$ cat config.mk
export PLATFORM = sky130hd
export DESIGN_NAME = sid_write_queue
export DESIGN_NICKNAME = d
export VERILOG_FILES = /design/src/rtl/sid_pkg.sv /design/src/rtl/sid_fifo.sv /design/src/rtl/sid_write_queue.sv
export SDC_FILE = /design/constraint.sdc
export NUM_CORES = 1
export LEC_CHECK = 0
export ABC_AREA = 0
export CAP_MARGIN = 20
export CORE_MARGIN = 2
export CORE_UTILIZATION = 36
export DETAILED_ROUTE_END_ITERATION = 10
export HOLD_SLACK_MARGIN = 0.12
export PLACE_DENSITY_LB_ADDON = 0.08
export SLEW_MARGIN = 20
export SYNTH_ARGS = -nofsm -noshare
export SYNTH_HDL_FRONTEND = slang
export SYNTH_SLANG_ARGS = --single-unit
$ cat constraint.sdc
create_clock -name clk -period 3.05 [get_ports clk]
set_clock_uncertainty 0.05 [all_clocks]
set_input_delay 0.61 -clock clk [delete_from_list [all_inputs] [get_ports clk]]
set_output_delay 0.61 -clock clk [all_outputs]
set_load 0.01 [all_outputs]
$ cat src/rtl/sid_pkg.sv
// Shared widths, entry layout and decoder state encoding for the SID write queue.
package sid_pkg;

  localparam int SID_ADDR_W  = 5;
  localparam int SID_DATA_W  = 8;
  localparam int SID_HDR_BIT = 7;
  localparam int SID_ENTRY_W = SID_ADDR_W + SID_DATA_W;

  typedef struct packed {
    logic [SID_ADDR_W-1:0] addr;
    logic [SID_DATA_W-1:0] data;
  } sid_entry_t;

  typedef enum logic [0:0] {
    IDLE = 1'b0,
    HDR  = 1'b1
  } sid_state_e;

  // Merge the latched header fields with the low six bits of a data byte.
  function automatic logic [SID_ENTRY_W-1:0] sid_make_entry(
    input logic [SID_ADDR_W-1:0] addr,
    input logic [1:0]            dhi,
    input logic [7:0]            b
  );
    sid_entry_t e;
    e.addr = addr;
    e.data = {dhi, b[5:0]};
    return e;
  endfunction

endpackage

$ cat src/rtl/sid_fifo.sv
// Single-clock FIFO holding decoded SID register writes; a push is accepted
// when full only if a pop happens in the same cycle.
module sid_fifo
  import sid_pkg::*;
#(
  parameter int DEPTH = 16
) (
  input  logic                     clk,
  input  logic                     rst,
  input  logic                     push,
  input  logic                     pop,
  input  logic [SID_ENTRY_W-1:0]   wdata,
  output logic [SID_ENTRY_W-1:0]   rdata,
  output logic [$clog2(DEPTH):0]   level,
  output logic                     full,
  output logic                     empty
);

  localparam int PTR_W = $clog2(DEPTH);
  localparam logic [PTR_W:0] LVL_FULL = (PTR_W+1)'(DEPTH);

  logic [SID_ENTRY_W-1:0] mem_r [DEPTH];
  logic [PTR_W-1:0]       wr_ptr_r;
  logic [PTR_W-1:0]       rd_ptr_r;
  logic [PTR_W:0]         level_r;
  logic                   push_ok_s;
  logic                   pop_ok_s;

  assign full      = (level_r == LVL_FULL);
  assign empty     = (level_r == {(PTR_W+1){1'b0}});
  assign pop_ok_s  = pop & ~empty;
  assign push_ok_s = push & (~full | pop_ok_s);
  assign rdata     = mem_r[rd_ptr_r];
  assign level     = level_r;

  // Pointer and occupancy bookkeeping; pointers wrap naturally at DEPTH.
  always_ff @(posedge clk or posedge rst) begin
    if (rst) begin
      wr_ptr_r <= {PTR_W{1'b0}};
      rd_ptr_r <= {PTR_W{1'b0}};
      level_r  <= {(PTR_W+1){1'b0}};
    end else begin
      if (push_ok_s) wr_ptr_r <= wr_ptr_r + 1'b1;
      if (pop_ok_s)  rd_ptr_r <= rd_ptr_r + 1'b1;
      case ({push_ok_s, pop_ok_s})
        2'b10:   level_r <= level_r + 1'b1;
        2'b01:   level_r <= level_r - 1'b1;
        default: level_r <= level_r;
      endcase
    end
  end

  // Entry storage; contents are don't-care until written.
  always_ff @(posedge clk) begin
    if (push_ok_s) mem_r[wr_ptr_r] <= wdata;
  end

endmodule

$ cat src/rtl/sid_write_queue.sv
// Decodes header/data byte pairs from the SPI slave into SID register writes
// and replays them one per SID clock enable.
module sid_write_queue
  import sid_pkg::*;
#(
  parameter int DEPTH = 16
) (
  input  logic                   clk,
  input  logic                   rst,
  input  logic [7:0]             iData,
  input  logic                   iRecv,
  input  logic                   iClkEn,
  output logic                   oWE,
  output logic [4:0]             oAddr,
  output logic [7:0]             oDataW,
  output logic [$clog2(DEPTH):0] oLevel,
  output logic                   oOverflow,
  output logic                   oProtoErr
);

  sid_state_e             state_r;
  sid_state_e             state_nxt_s;
  logic [SID_ADDR_W-1:0]  hdr_addr_r;
  logic [1:0]             hdr_dhi_r;
  logic                   is_hdr_s;
  logic                   push_s;
  logic                   proto_err_s;
  logic                   pop_s;
  logic                   full_s;
  logic                   empty_s;
  logic [SID_ENTRY_W-1:0] wdata_s;
  sid_entry_t             rdata_s;

  assign is_hdr_s = iData[SID_HDR_BIT];
  assign wdata_s  = sid_make_entry(hdr_addr_r, hdr_dhi_r, iData);
  // Eligibility uses the registered level, so a same-cycle push never pops.
  assign pop_s    = iClkEn & ~empty_s;

  sid_fifo #(.DEPTH(DEPTH)) u_fifo (
    .clk   (clk),
    .rst   (rst),
    .push  (push_s),
    .pop   (pop_s),
    .wdata (wdata_s),
    .rdata (rdata_s),
    .level (oLevel),
    .full  (full_s),
    .empty (empty_s)
  );

  // Decoder state register.
  always_ff @(posedge clk or posedge rst) begin
    if (rst) state_r <= IDLE;
    else     state_r <= state_nxt_s;
  end

  // Decoder next state: headers always arm, data always disarms.
  always_comb begin
    state_nxt_s = state_r;
    if (iRecv) begin
      if (is_hdr_s) state_nxt_s = HDR;
      else          state_nxt_s = IDLE;
    end else begin
      state_nxt_s = state_r;
    end
  end

  // Decoder outputs: data byte pushes when armed, flags a protocol error otherwise.
  always_comb begin
    push_s      = 1'b0;
    proto_err_s = 1'b0;
    case (state_r)
      HDR:     push_s      = iRecv & ~is_hdr_s;
      IDLE:    proto_err_s = iRecv & ~is_hdr_s;
      default: begin
        push_s      = 1'b0;
        proto_err_s = 1'b0;
      end
    endcase
  end

  // Header field latch; a new header simply overwrites a pending one.
  always_ff @(posedge clk or posedge rst) begin
    if (rst) begin
      hdr_addr_r <= {SID_ADDR_W{1'b0}};
      hdr_dhi_r  <= 2'b00;
    end else if (iRecv && is_hdr_s) begin
      hdr_addr_r <= iData[6:2];
      hdr_dhi_r  <= iData[1:0];
    end
  end

  // Write port register and sticky error flags.
  always_ff @(posedge clk or posedge rst) begin
    if (rst) begin
      oWE       <= 1'b0;
      oAddr     <= 5'd0;
      oDataW    <= 8'd0;
      oOverflow <= 1'b0;
      oProtoErr <= 1'b0;
    end else begin
      oWE <= pop_s;
      if (pop_s) begin
        oAddr  <= rdata_s.addr;
        oDataW <= rdata_s.data;
      end
      if (push_s && full_s && !pop_s) oOverflow <= 1'b1;
      if (proto_err_s)                oProtoErr <= 1'b1;
    end
  end

endmodule

# Word-level counts from Yosys, hierarchy flattened
# Memory sizes are Yosys's and may differ from the RTL's. A register that Yosys moved wholly into a read port is not among the register bits.
# Cells that the tools add are included.
# op_classes
bitwise_logic	8
mux	6
n_reduce_logical	6
n_eq_ne	3
addsub	4
# ops
op	count
$pmux W5 S2	1
$add A4 B1 Y4 const B	2
$add A5 B1 Y5 const B	1
$eq A5 B5 Y1 const B	1
$logic_not A5 Y1	1
$mux W1	5
$sub A5 B1 Y5 const B	1
$and A1 B1 Y1	4
$logic_and A1 B1 Y1	3
$not A1 Y1	3
$eq A2 B1 Y1 const B	1
$eq A2 B2 Y1 const B	1
$reduce_bool A2 Y1	1
$logic_not A1 Y1	1
$or A1 B1 Y1	1
# totals
output_inout_bits	21
in_bits	12
mem_count	1
mem_bits_rw	208
reg_bits	24
elab_cells	37
# mem_list
memory	words	word_bits	read_ports	rd_ports_with_merged_regs	wr	line	rtl
u_fifo.mem_r	16	13	1	1	1	sid_fifo.sv:22	logic [SID_ENTRY_W-1:0] mem_r [DEPTH];

# Logic depth before layout (Yosys ltp)
# Gate-level depths: netlist (run 1).
# logic_depth
word_depth	8
ltp_mapped	9
ltp_nobuf	8

# Cells and area by module
# From an unflattened synthesis (run 1), not the netlist that was laid out.
# unflattened
hier_cells	480
hier_area_um2	9653.0
# modules_own_cells
module	area_per_inst_um2	instances	cells_per_inst	seq_area_each_um2
sid_fifo	8704.6	1	425	6571.3
sid_write_queue	948.4	1	55	600.6

# Worst setup path after synthesis (run 1)
# No wires, ideal clock.
# synth_path
kind	reg2reg
from	register u_fifo.level_r[1] (netlist: u_fifo.level[1])
to	register u_fifo.level_r[4] (netlist: u_fifo.level[4])
synth_period_minus_slack_ns	2.651
arrival_ns	2.477
setup_ns	0.124
required_time_ns	2.876
path_stages_with_launch	10
path_buffers	1
path_slack_ns	0.399
cell_sequence	dfrtp_1 -> buf_6 -> or4_4 -> o211ai_4 -> xnor2_1 -> ha_1 -> o31a_2 -> nor4_1 -> nor3_1 -> a211o_1
# synth_via
elab_chain_cells	8
elab_cells_between_ends	14
classes_between	add/sub (2); eq/ne (3); mux (1); bitwise (6); reduce/logical (2)
# synth_rtl
element	line	rtl
start: declaration	sid_fifo.sv:25	logic [PTR_W:0] level_r;
start signal: assignment	sid_fifo.sv:41	level_r <= {(PTR_W+1){1'b0}};
start signal: assignment	sid_fifo.sv:46	2'b10: level_r <= level_r + 1'b1;
start signal: assignment	sid_fifo.sv:47	2'b01: level_r <= level_r - 1'b1;
$logic_not A5 Y1	sid_fifo.sv:30	assign empty = (level_r == {(PTR_W+1){1'b0}});
$not A1 Y1	sid_fifo.sv:31, sid_write_queue.sv:37	
$and A1 B1 Y1	sid_write_queue.sv:37	assign pop_s = iClkEn & ~empty_s;
$and A1 B1 Y1	sid_fifo.sv:31	assign pop_ok_s = pop & ~empty;
$or A1 B1 Y1	sid_fifo.sv:32	assign push_ok_s = push & (~full | pop_ok_s);
$and A1 B1 Y1	sid_fifo.sv:32	
$eq A2 B1 Y1 / $eq A2 B2 Y1 (equally long branches)	sid_fifo.sv:45	case ({push_ok_s, pop_ok_s})
$pmux W5 S2 / $reduce_bool A2 Y1 (equally long branches)	-	
# Several ways; a longest one is shown, not always the timed one.
# A chain may end at the register's enable or synchronous reset.

# Final worst setup path (run 1)
# layout_path
from	register u_fifo.level_r[0] (netlist: u_fifo.level[0])
to	register u_fifo.level_r[4] (netlist: u_fifo.level[4])
# The elaborated chain is that of the path after synthesis.

==> results of run 1 <==
cell families after synthesis:
family	count (synthesis)	share of synthesized area [%]
flip-flops	245	74.7
AND/OR/NAND/NOR	43	2.87
buffers and inverters	34	1.68
AO/OA/AOI/OAI	58	4.05
XOR/XNOR	9	0.821
multiplexers	75	14.9
adder cells (fa/ha/maj)	7	0.913
layer usage:
layer	global-route usage (%)	share of wire (%)	up-vias
met2	26.2	51	101
met3	2.25	5.1	32
met1	20.3	42	2451
met4	4.01	2.1	0
li1	-	-	2086
met5	0	0	-
state kept, by name (all words and copies together), names as in the netlist:
register	cells
oDataW	8
oProtoErr	1
oWE	1
hdr_dhi_r	2
state_r	1
u_fifo.rd_ptr_r	4
u_fifo.mem_r	208
oOverflow	1
u_fifo.level	5
oAddr	5
hdr_addr_r	5
u_fifo.wr_ptr_r	4
stage by stage:
stage	hold WS, ns	instances
floorplan	0.443	471
global placement	0.403	851
global route	0.450	899
CTS	0.435	899
detailed placement	0.422	851
finish	0.428	899
path summary, 6_finish.rpt:
| path | to | slack, ns | cells after the start |
|---|---|---|---|
| worst max-delay path | u_fifo.level[4] | 0.40 | 8 |
| max in group asynchronous | oDataW[0] | 1.84 | 3 |
| worst min-delay path | oOverflow | 0.43 | 1 |
| worst max register to register | u_fifo.level[4] | 0.40 | 8 |
| min in group asynchronous | state_r | 0.51 | 2 |
| worst min register to register | oOverflow | 0.43 | 1 |
area by class of cell:
type / instances / area [um^2] / area share (%)
Clock buffer: 34 / 702 / 6.10
Clock inverter: 14 / 130 / 1.13
Inverter: 13 / 48.8 / 0.424
Multi-Input combinational cell: 192 / 2270 / 19.7
Sequential cell: 245 / 7180 / 62.4
Tap cell: 335 / 419 / 3.64
Timing Repair Buffer: 66 / 763 / 6.63
cells in the final DEF (no fill, tap or decap), types with 3 or more instances in the layout:
| cell | instances |
|---|---|
| edfxtp_1 | 208 |
| mux4_2 | 52 |
| dfrtp_1 | 35 |
| clkdlybuf4s50_1 | 32 |
| o22ai_1 | 27 |
| clkbuf_16 | 27 |
| mux2_2 | 21 |
| buf_4 | 19 |
| buf_12 | 15 |
| a21oi_1 | 13 |
| inv_1 | 12 |
| and2_1 | 12 |
| ha_1 | 7 |
| clkbuf_1 | 7 |
| xnor2_1 | 6 |
| clkinv_2 | 6 |
| nand2_1 | 5 |
| o21ai_0 | 5 |
| nor2_1 | 5 |
| xor2_1 | 3 |
| and3b_1 | 3 |
| nor3_1 | 3 |
power by group through the flow:
stage	clock [W]	sequential, W	combinational (W)
floorplan	0	0.00426	0.00183
global placement	0	0.00436	0.00273
detailed placement	0	0.00437	0.00275
CTS	0.00315	0.00431	0.00275
global route	0.00329	0.00435	0.00290
finish	0.00306	0.00429	0.00268
==> metrics.txt, run 1 <==
worst slack, placed 0.101 ns; GR Overflow Total 0; DRC viols 5; status finished, violations left; slew margin rel. around 47%; unrepaired setup endpoints after global routing false; critical path's slowest cell or4_4; #FFs+latches synth around 250; synth unique cells 45; Peak VDD IR 0.379 mV; Post-synth top cells edfxtp_1 (208), mux4_2 (52), dfrtp_1 (37); H-tree depth 1; TritonRoute pass-1 iters 7; Crit path max-delay family simple AND/OR/NAND/NOR gates; critical path's largest stage delay about 0.6 ns; crit path from u_fifo.level[0]; drt wl/cell 22.9 um; Iter 0 DRT Violations 372; crit path kind flop to flop; most frequent cell after synthesis edfxtp_1; most common flop cell mapped by yosys edfxtp_1; number of global-route vias before repair between 4000 and 5000; worst-margin pin slew 0.789 ns; Post-synth EDFFs about 210; GP Congestion ~0.77; Pins Over Slew Limit 0; fin crit period about 2.6 ns; fin util 44.0%; number of port buffers 32; CP Capture Type flop; Flop pwr share 42.8%; switching share of power roughly 29%; Core Footprint roughly 26000 um^2; top cells by area, synth edfxtp_1 (65%), mux4_2 (12%), dfrtp_1 (9.6%); failing checks design-rule violations; worst path required time around 3.4 ns; Placed Area 10700 um^2; global-route wire length before repair 31700 um; post-CTS sizing 0; CTS tree yes; Cell Area, Synth between 9000 and 10000 um^2; GRT Util Overall between 10% and 20%; Post-Syn Nets about 500; final setup TNS 0 ns; final net count around 560; clock sinks between 200 and 250; register area share after synthesis 74.7%; Worst-path clk slew around 0.060 ns; Psw roughly 0.0029 W; Critical Path Source Type flop; Fill cells 2318; Crit path buffers/inverters 0; CP max FO 6; Arr. time, crit path between 3 and 4 ns; # rows slightly below 60; largest net degree at the start of global routing 54; Yosys warning count 0; Detailed Place HPWL around 13000 um; final wirelength ~21000 um; # hold bufs at CTS 0; reg2reg start u_fifo.level[0]; worst min path class flop to flop; logic gate share of total power around a quarter; FFs w/ async S/R, synth 15.1%; CTS Root Cell clkbuf_16; Power Density between 800 and 900 nW/um^2; final period utilization between 80% and 90%; critical-path cell list or4_4, o211ai_4, xnor2_1, ha_1, o31a_2, nor4_1, nor3_1, a211o_1; Clock Latency Late Sink ~0.53 ns; top-area cell type share of the netlist area 65.1%; Ant. Diodes 0; final hold violation count 0; share of cells above drive strength 1 around 29%; P_int about 0.0072 W; Max Cap Viol 0; CTS Buffer Depth 3; Yosys top cell by area edfxtp_1; final setup violation count 0; initial antenna violation count 0; syn avg cell area roughly 20 um^2; PnR Total Power roughly 0.01 W; fmax roughly 0.38 GHz; Routed Antenna Nets 0; post-CTS setup buffers 0; Die ar. between 20000 and 30000 um^2; die width 167 um; fin area about 12000 um^2; vias after detailed routing 4670; Via density ~5.2; PnR worst setup slack slightly above 0.4 ns; area delta synth->final 19.9%; critical hold path startpoint oOverflow; die span in y between 150 and 200 um; clock share of power around 30%; Starting Density around 37%; Lkg Pwr 3.82 nW; io pins 33; clock buffer count from CTS 27; synthesized instance count 471
Power figures use the tool's default switching activity.
==> run 2: changes to the inputs <==
--- a/config.mk
+++ b/config.mk
@@ -9,10 +9,11 @@
 export CAP_MARGIN = 20
 export CORE_MARGIN = 2
 export CORE_UTILIZATION = 36
+export CTS_CLUSTER_SIZE = 25
 export DETAILED_ROUTE_END_ITERATION = 10
 export HOLD_SLACK_MARGIN = 0.12
 export PLACE_DENSITY_LB_ADDON = 0.08
-export SLEW_MARGIN = 20
+export SLEW_MARGIN = 5
 export SYNTH_ARGS = -nofsm -noshare
 export SYNTH_HDL_FRONTEND = slang
 export SYNTH_SLANG_ARGS = --single-unit
==> results of run 2 <==
Final layout, timing and power as in run 1 (identical DEF).
==> RTL change, RTL diff (config.mk and constraints of run 2) <==
`DEPTH` is set to 16 in 2 places; all go to 8.
--- a/src/rtl/sid_fifo.sv
+++ b/src/rtl/sid_fifo.sv
@@ -4,5 +4,5 @@
   import sid_pkg::*;
 #(
-  parameter int DEPTH = 16
+  parameter int DEPTH = 8
 ) (
   input  logic                     clk,
--- a/src/rtl/sid_write_queue.sv
+++ b/src/rtl/sid_write_queue.sv
@@ -4,5 +4,5 @@
   import sid_pkg::*;
 #(
-  parameter int DEPTH = 16
+  parameter int DEPTH = 8
 ) (
   input  logic                   clk,
Interface: changed (resized oLevel); port bits go from 33 to 32. No check against the original RTL was run, so the function may have changed too.
==> RTL change against run 2 <==
Cell area shrank 42%. Clock power decreased by 30%. Total power fell by 37%. Critical path depth is 3 higher. Area after synthesis down 43%. Wire length fell by 49%. Worst setup slack improved by 0.25 ns. Sequential cell count shrank 107. Critical endpoint is now u_fifo.level[2]$_DFFE_PP0P_. Largest power group unchanged. Highest routed layer unchanged.
==> RTL change: results (changes against run 2) <==
Power
  • Leak pwr: 2.41 nW (-37%)
  • Seq group: 2.54 mW (-41%)
  • Peak VDD IR: 0.412 mV (+8.8%)
  • Pint: 4.55 mW (-37%)
  • Switching Share: 27.6% (-0.92 points)

Placed design
  • Cell Count Post-Placement: 544 (-36%)
  • Final GP Congestion: 0.705 (-8.7%)
  • Hpwl dp: 6.48 mm (-49%)
  • Port bufs: 31 (-3.1%)
  • DP Area: 6010 µm² (-44%)
  • Setup Slack @ Placement: 0.218 ns (+0.117 ns)

Worst setup path
  • Slowest cell on the critical path: clkdlybuf4s50_1
  • Largest stage delay on the critical path: 0.52 ns (-0.08 ns)
  • Reg2reg setup slack: 0.65 ns (+0.25 ns)
  • Worst-case reg-to-reg path depth: 10 (+2)
  • Crit path launch: iRecv
  • Critical Path Fanout Max: 5 (-1)
  • R2R Path End: u_fifo.level[2]$_DFFE_PP0P_
  • Delay-heaviest family, CP: buffers and inverters
  • Worst setup EP type: flop

Cells and area
  • Cell Count, Final, Fillers Out: 576 (-36%)
  • # fillers: 1,290 (-44%)
  • Top Registers: u_fifo.mem_r x104, oDataW x8
  • Share of layout cells above drive strength 1: 21.2% (-7.5 points)

Clock tree
  • Max clock buf depth: 2 (-1)
  • CTS Root Cell: clkbuf_16
  • Num CTS Buffers: 17 (-37%)
  • Htree depth: 4 (+3)
  • Worst-path clk slew: 0.05 ns
  • Worst skew pair latency: 0.41 ns (-0.12 ns)

Logic synthesis
  • Synth top area cells: edfxtp_1 (58%), dfrtp_1 (16%), mux2_2 (7.3%)
  • Net Count, Synth: 343 (-30%)
  • Most frequent cells after synthesis: edfxtp_1 (104), mux2_2 (35), dfrtp_1 (34)
  • Number of synthesized flops with an enable pin: 104 (-50%)
  • Async set-reset flop share out of synthesis: 24.6% (+9.5 points)
  • Syn Area/Cell: 16.7 µm² (-18%)
  • Synth cell types: 32 (-29%)
  • Post-synthesis sequential area ratio: 73.2% (-1.6 points)

Hold path
  • Worst Hold Endpoint: oProtoErr$_DFFE_PP0P_
  • Hold path startpoint: oProtoErr$_DFFE_PP0P_

GRT
  • Vias in the first global route: 2,872 (-42%)
  • Largest net degree at the start of global routing: 35 (-35%)
  • Gr usage total: 14.3% (-0.88 points)
  • Global-route met3 utilization: 4.60% (+2.4 points)
  • First-pass GRT wire length: 16.7 mm (-47%)
  • Met1 GRT Util: 18.4% (-1.9 points)
  • M2 GR Usage: 23.1% (-3.1 points)

Detailed routing
  • Vias: 2,841 (-39%)
  • Met1 WL: 4.85 mm (-44%)
  • Length of routed met3 wiring: 338 µm (-68%)
  • Final WL: 10.5 mm (-49%)
  • DR iter-0 viols: 190 (-49%)
  • Drt pass-1 iters: 4 (-3)
  • Met2 wire length: 5.22 mm (-50%)

STA
  • Min cycle time layout: 2.40 ns (-0.245 ns)
  • Hold slack final: 0.422 ns (-0.00581 ns)
  • Slew @ Worst Pin: 0.705 ns (-0.0841 ns)

Run status
  • Status: complete, no violations
RTL change: cell count changes after synthesis, moves of 4 or more:
cell             run 2  this run
o22ai_1             27        14
nor2_1               5         9
nand2b_1             1         5
o21ai_1              0        14
nand2_1              5        23
edfxtp_1           208       104
a221o_1              0        13
clkbuf_1            10         3
mux4_2              52         0
mux2_2              21        35
inv_1               13         5
a21oi_1             14         1
mux2i_1              1        26
and2_1              12         0
RTL change: final cells by class:
class / count / area share [%]
sequential: 138 / 60.0
inverter: 6 / 0.340
clock buffer: 22 / 6.70
multi-input combinational: 168 / 20.3
timing repair buffer: 48 / 6.61
clock inverter: 10 / 2.61
tap: 184 / 3.47
RTL change: logic make-up after synthesis:
family,after synthesis,synth area share [%]
buffers and inverters,20,2.35
xor gates and xnor gates,9,1.45
adders and majority gates,5,1.15
AOI/OAI and AO/OA,48,6.15
and+or+nand+nor,45,3.66
DFF,138,73.2
muxes,61,12.1
